<file path="config.mk">
export PLATFORM = sky130hd
export DESIGN_NAME = serial_pattern_tx
export DESIGN_NICKNAME = d
export VERILOG_FILES = /design/src/rtl/serial_pattern_pkg.sv /design/src/rtl/pattern_shreg.sv /design/src/rtl/serial_pattern_tx.sv
export SDC_FILE = /design/constraint.sdc
export NUM_CORES = 1
export LEC_CHECK = 0
export BUFFER_PORTS_ARGS = -buffer_cell sky130_fd_sc_hd__buf_2
export CAP_MARGIN = 5
export CORE_MARGIN = 5
export CORE_UTILIZATION = 30
export DETAILED_ROUTE_END_ITERATION = 8
export HOLD_SLACK_MARGIN = 0.12
export SYNTH_ARGS = -nofsm -noshare
export SYNTH_HDL_FRONTEND = slang
export SYNTH_SLANG_ARGS = --single-unit
</file>
<file path="constraint.sdc">
create_clock -name clk -period 2.7 [get_ports clk]
set_clock_uncertainty 0.05 [all_clocks]
set_input_delay 0.54 -clock clk [delete_from_list [all_inputs] [get_ports clk]]
set_output_delay 0.54 -clock clk [all_outputs]
set_load 0.03 [all_outputs]
</file>
<file path="src/rtl/serial_pattern_pkg.sv">
// rtl/serial_pattern_pkg.sv - shared state type and defaults for the serial pattern transmitter
package serial_pattern_pkg;

  localparam int DATA_W_DEF  = 8;
  localparam int GAP_CYC_DEF = 2;

  typedef enum logic [1:0] {
    IDLE  = 2'd0,
    SHIFT = 2'd1,
    GAP   = 2'd2,
    DONE  = 2'd3
  } state_e;

endpackage

</file>
<file path="src/rtl/pattern_shreg.sv">
// rtl/pattern_shreg.sv - captured frame, MSB-aligned shift register and bit counter
module pattern_shreg #(
  parameter int DATA_W = 8,
  parameter int CNT_W  = $clog2(DATA_W + 1)
) (
  input  logic              clk,
  input  logic              rst_n,
  input  logic              load,
  input  logic              reload,
  input  logic              shift,
  input  logic [DATA_W-1:0] pattern,
  input  logic [CNT_W-1:0]  len,
  output logic              last,
  output logic              bit_out
);

  logic [DATA_W-1:0] frame_q, frame_d;
  logic [DATA_W-1:0] sh_q, sh_d;
  logic [CNT_W-1:0]  len_q, len_d;
  logic [CNT_W-1:0]  cnt_q, cnt_d;
  logic [CNT_W-1:0]  len_eff;

  // Zero and oversize lengths both mean a full-width frame
  always_comb begin
    len_eff = len;
    if ((len == '0) || (len > CNT_W'(DATA_W))) begin
      len_eff = CNT_W'(DATA_W);
    end
  end

  // Working register is cleared whenever it is not feeding x, so its MSB doubles as the x flop
  always_comb begin
    frame_d = frame_q;
    len_d   = len_q;
    sh_d    = '0;
    cnt_d   = '0;
    if (load) begin
      frame_d = pattern;
      len_d   = len_eff;
      sh_d    = pattern << (CNT_W'(DATA_W) - len_eff);
      cnt_d   = len_eff - 1'b1;
    end else if (reload) begin
      sh_d  = frame_q << (CNT_W'(DATA_W) - len_q);
      cnt_d = len_q - 1'b1;
    end else if (shift) begin
      sh_d  = sh_q << 1;
      cnt_d = cnt_q - 1'b1;
    end
  end

  // Frame capture, shift and bit-count registers
  always_ff @(posedge clk or negedge rst_n) begin
    if (!rst_n) begin
      frame_q <= '0;
      len_q   <= '0;
      sh_q    <= '0;
      cnt_q   <= '0;
    end else begin
      frame_q <= frame_d;
      len_q   <= len_d;
      sh_q    <= sh_d;
      cnt_q   <= cnt_d;
    end
  end

  assign last    = (cnt_q == '0);
  assign bit_out = sh_q[DATA_W-1];

endmodule

</file>
<file path="src/rtl/serial_pattern_tx.sv">
// rtl/serial_pattern_tx.sv - MSB-first serial frame transmitter with repeat, gap and stop control
module serial_pattern_tx
  import serial_pattern_pkg::*;
#(
  parameter  int DATA_W  = DATA_W_DEF,
  parameter  int GAP_CYC = GAP_CYC_DEF,
  localparam int CNT_W   = $clog2(DATA_W + 1)
) (
  input  logic              clk,
  input  logic              rst_n,
  input  logic              start,
  input  logic [DATA_W-1:0] pattern,
  input  logic [CNT_W-1:0]  len,
  input  logic              repeat_en,
  input  logic              stop,
  output logic              x,
  output logic              x_valid,
  output logic              busy,
  output logic              done
);

  localparam int GAP_W = (GAP_CYC > 1) ? $clog2(GAP_CYC) : 1;

  state_e             state_q, state_d;
  logic               stop_pend_q, stop_pend_d;
  logic [GAP_W-1:0]   gap_cnt_q, gap_cnt_d;
  logic               x_valid_q, busy_q, done_q;
  logic               load, reload, shift, last;

  pattern_shreg #(
    .DATA_W (DATA_W),
    .CNT_W  (CNT_W)
  ) u_shreg (
    .clk     (clk),
    .rst_n   (rst_n),
    .load    (load),
    .reload  (reload),
    .shift   (shift),
    .pattern (pattern),
    .len     (len),
    .last    (last),
    .bit_out (x)
  );

  // Next state, stop tracking, gap counting and shift-register control
  always_comb begin
    state_d     = state_q;
    stop_pend_d = stop_pend_q;
    gap_cnt_d   = gap_cnt_q;
    load        = 1'b0;
    reload      = 1'b0;
    shift       = 1'b0;
    case (state_q)
      IDLE: begin
        stop_pend_d = 1'b0;
        if (start) begin
          load    = 1'b1;
          state_d = SHIFT;
        end
      end
      SHIFT: begin
        if (stop) stop_pend_d = 1'b1;
        if (!last) begin
          shift = 1'b1;
        end else if (stop_pend_q || stop) begin
          state_d = DONE;
        end else if (repeat_en && (GAP_CYC > 0)) begin
          state_d   = GAP;
          gap_cnt_d = GAP_W'(GAP_CYC - 1);
        end else if (repeat_en) begin
          reload = 1'b1;
        end else begin
          state_d = DONE;
        end
      end
      GAP: begin
        if (stop) begin
          state_d = DONE;
        end else if (gap_cnt_q == '0) begin
          reload  = 1'b1;
          state_d = SHIFT;
        end else begin
          gap_cnt_d = gap_cnt_q - 1'b1;
        end
      end
      DONE: begin
        stop_pend_d = 1'b0;
        state_d     = IDLE;
      end
      default: state_d = IDLE;
    endcase
  end

  // State and registered status outputs, all decoded from the next state
  always_ff @(posedge clk or negedge rst_n) begin
    if (!rst_n) begin
      state_q     <= IDLE;
      stop_pend_q <= 1'b0;
      gap_cnt_q   <= '0;
      x_valid_q   <= 1'b0;
      busy_q      <= 1'b0;
      done_q      <= 1'b0;
    end else begin
      state_q     <= state_d;
      stop_pend_q <= stop_pend_d;
      gap_cnt_q   <= gap_cnt_d;
      x_valid_q   <= (state_d == SHIFT);
      busy_q      <= (state_d == SHIFT) || (state_d == GAP);
      done_q      <= (state_d == DONE);
    end
  end

  assign x_valid = x_valid_q;
  assign busy    = busy_q;
  assign done    = done_q;

endmodule

</file>
==> metrics.md <==
| Metric | Value |
|---|---|
| Synthesized cell area | `0.00196 mm^2` |
| Critical path fanouts, max | `5` |
| Number of synthesized flops with an enable pin | `0` |
| Leakage power summed over all cells | `1.04 nW` |
| GRT Total Usage | `0.115` |
| Detailed-route DRC error count | `0` |
| Final GP Congestion | `just over 0.8` |
| Number of instances in the synthesized netlist | `between 200 and 250` |
| Avg Vias per Cell | `5.10` |
| Max-slew headroom | `0.542` |
| Pre-CTS setup slack | `0.134 ns` |
| H-tree depth reported by CTS | `2` |
| Die area | `between 0.008 and 0.009 mm^2` |
| XOR/XNOR share of the synthesized area | `0.0269` |
| Clock tree root driver cell | `clkbuf_8` |
| Dominant cells by area after synthesis | `dfrtp_1 (40%), nand2_1 (6.5%), ha_1 (5.8%), mux2i_1 (5.6%), mux4_2 (4.6%)` |
| Die H | `just over 90 um` |
| Initial antenna violation count | `0` |
| Fraction of the mapped netlist area in adder cells | `0.0576` |
| Maximum operating frequency | `383 MHz` |
| Final standard cell area without fillers | `0.00223 mm^2` |
| Max clock buf depth | `2` |
| Total grt overflow | `0` |
| Hold WS | `between 0.2 and 0.25 ns` |
| Main combinational cell family by area after synthesis | `simple AND/OR/NAND/NOR gates` |
| Resized Gates After CTS | `0` |
| Max Cap Viol | `0` |
| Sink Count | `31` |
| Met2 Track Usage GR | `0.182` |
| Core area | `~0.0063 mm^2` |
| Total via count after detailed routing | `1565` |
| Count of cell types in the netlist | `40` |
| Dpl cells | `300` |
| Via count of the first global-routing pass | `between 1500 and 2000` |
| Final hold violation count | `0` |
| Dpl hpwl | `3310 um` |
| I/O pin count | `21` |
| Worst Max-Slew Pin Slew | `0.687 ns` |
| Fraction of the core area covered by cells at the end of the flow | `0.352` |
| Post-route non-filler standard cell count | `307` |
| CTS Buf Count | `5` |
| Arrival time worst endpoint | `around 2.7 ns` |
| Met1 routing resource usage after global routing | `0.154` |
| Kind of start point of the critical path | `flop` |
| Met3 track demand over resource | `0.0192` |
| Share of post-route cells with drive strength above 1 | `0.209` |
| Post-CTS Repair Setup Buffers | `0` |
| Type of the worst setup path | `reg -> reg` |
| Final setup margin | `between 0.09 and 0.1 ns` |
| Starting utilization of the core area | `0.308` |
| Number of port buffers | `20` |
| Most used standard cell by instance count after synthesis | `nand2_1` |
| Power density relative to cell area | `1140 mW/mm^2` |
| Routed length per instance | `14.6 um` |
| Number of synthesis warnings | `0` |
| Largest net degree at the start of global routing | `32` |
| Gr busiest metal | `met2` |
| CTS tree | `done` |
| Proportion of synthesized flip-flops having asynchronous set or reset | `1.00` |
| Most frequently used flop master after synthesis | `dfrtp_1` |
| Area after DPL | `0.00214 mm^2` |
| Post-Synth Simple-Gate Area | `0.173` |
| Final-report setup violation count | `0` |
| Register clock-pin slew on the reported worst setup and hold paths | `~0.07 ns` |
| Total chip power | `2.55 mW` |
| Sum of routed wire length over all layers | `4480 um` |
| Diodes inserted | `0` |
| Die W | `90.7 um` |
| Result of the run | `completed` |
| Syn Area/Cell | `roughly 9.3 um^2` |
| Post-synthesis compound-gate area fraction | `0.161` |
| Largest area contributor in the netlist | `dfrtp_1` |
| Worst skew pair latency | `0.28 ns` |
| Post-route setup TNS | `0 ns` |
| Cell row count | `29` |
| First-pass GRT wire length | `7720 um` |
| Number of iterations in the first detailed-routing pass | `4` |
| Area added between synthesis and finish | `14.3%` |
| Remaining antenna violation count after routing | `0` |
| Initial drt markers | `110` |
| Largest voltage drop on the vdd net | `0.398 mV` |
| Hold Buf Count CTS | `0` |
| Nets | `256` |
| Area fraction of the dominant cell type after synthesis | `0.397` |
| Slew Viols, Final | `0` |
| Synth top cells by count | `nand2_1 (34), dfrtp_1 (31), o21ai_0 (14)` |
| Mux share of post-synthesis cell area | `0.143` |
| Post-layout minimum cycle time | `2.61 ns` |
| Worst min path class | `in -> async` |
| Sequential share of the synthesized area | `0.397` |
| Post-synthesis net count | `236` |
| Nature of the critical path endpoint | `flop` |
| Share of the clock period used by the worst path | `0.967` |
| Required time of the worst setup path | `roughly 2.8 ns` |
| Synthesis-stage register bit count | `31` |
cell usage in the layout (no fill, tap or decap), types with 2 or more instances in the layout:
cell and n:
nor2_1 13, mux2_2 7, a31oi_1 2, a21o_1 2, ha_1 9, nand3_1 5
a221oi_1 4, o21ai_0 14, inv_1 10, a22oi_1 3, mux2i_1 11, nand2_1 34
o32ai_1 2, nor2b_1 4, nor3_1 4, dfrtp_1 31, buf_2 20, xor2_1 3
clkbuf_8 6, a21oi_1 10, buf_4 4, mux4_2 4, nand2b_1 5, xnor2_1 3
o22ai_1 2
final cells by class:
type	instances	area [um^2]
Inverter	10	37.5
Clock inverter	1	5.00
Timing Repair Buffer	24	130
Tap cell	77	96.3
Fill cell	641	4120
Multi-Input combinational cell	158	1110
Sequential cell	31	776
Clock buffer	6	82.6
metal layers:
metal | vias to the layer above | wire [um]
li1 | 781 | -
met1 | 756 | 2200
met2 | 21 | 2040
met3 | 7 | 145
met4 | 0 | 93
met5 | - | 0
logic make-up (layout without fill, tap and decap cells):
kind of cell	after synthesis	after routing
compound gates	49	49
simple gates	72	72
fa+ha+maj	9	9
buf+inv	21	41
mux	22	22
xor+xnor	6	6
flops	31	31
report_power, final:
group	total [mW]	internal, mW	leakage [nW]	switching (mW)
logic	1.41	0.614	0.593	0.792
registers	0.773	0.654	0.397	0.119
clock network	0.369	0.200	0.0470	0.170
final timing paths:
path                                  start            endpoint  slack, ns  cells after the start
setup / recovery           u_shreg.cnt_q[0]                busy       0.09                      8
hold / removal                        rst_n             x_valid       0.24                      1
setup reg to reg           u_shreg.cnt_q[0]                busy       0.09                      8
hold reg to reg             u_shreg.sh_q[1]     u_shreg.sh_q[2]       0.44                      2
max in group asynchronous             rst_n     u_shreg.sh_q[0]       1.91                      1
min in group clk                 pattern[7]  u_shreg.frame_q[7]       0.43                      3
flip-flops by register name (all words and copies together) (netlist names):
name and cells:
busy 1, u_shreg.frame_q 8, stop_pend_q 1, u_shreg.cnt_q 4, x_valid 1, gap_cnt_q 1
done 1, u_shreg.sh_q 8, u_shreg.len_q 4, state_q 2
worst max-delay path: stages, from the launching register on:
cell and delay, ns:
dfrtp_1 0.38, inv_1 0.07, ha_1 0.17, or3b_4 0.41
or4b_4 0.54, a21boi_0 0.16, a221oi_2 0.33, a21oi_2 0.09
ha_1 0.28
Power figures use the tool's default switching activity.
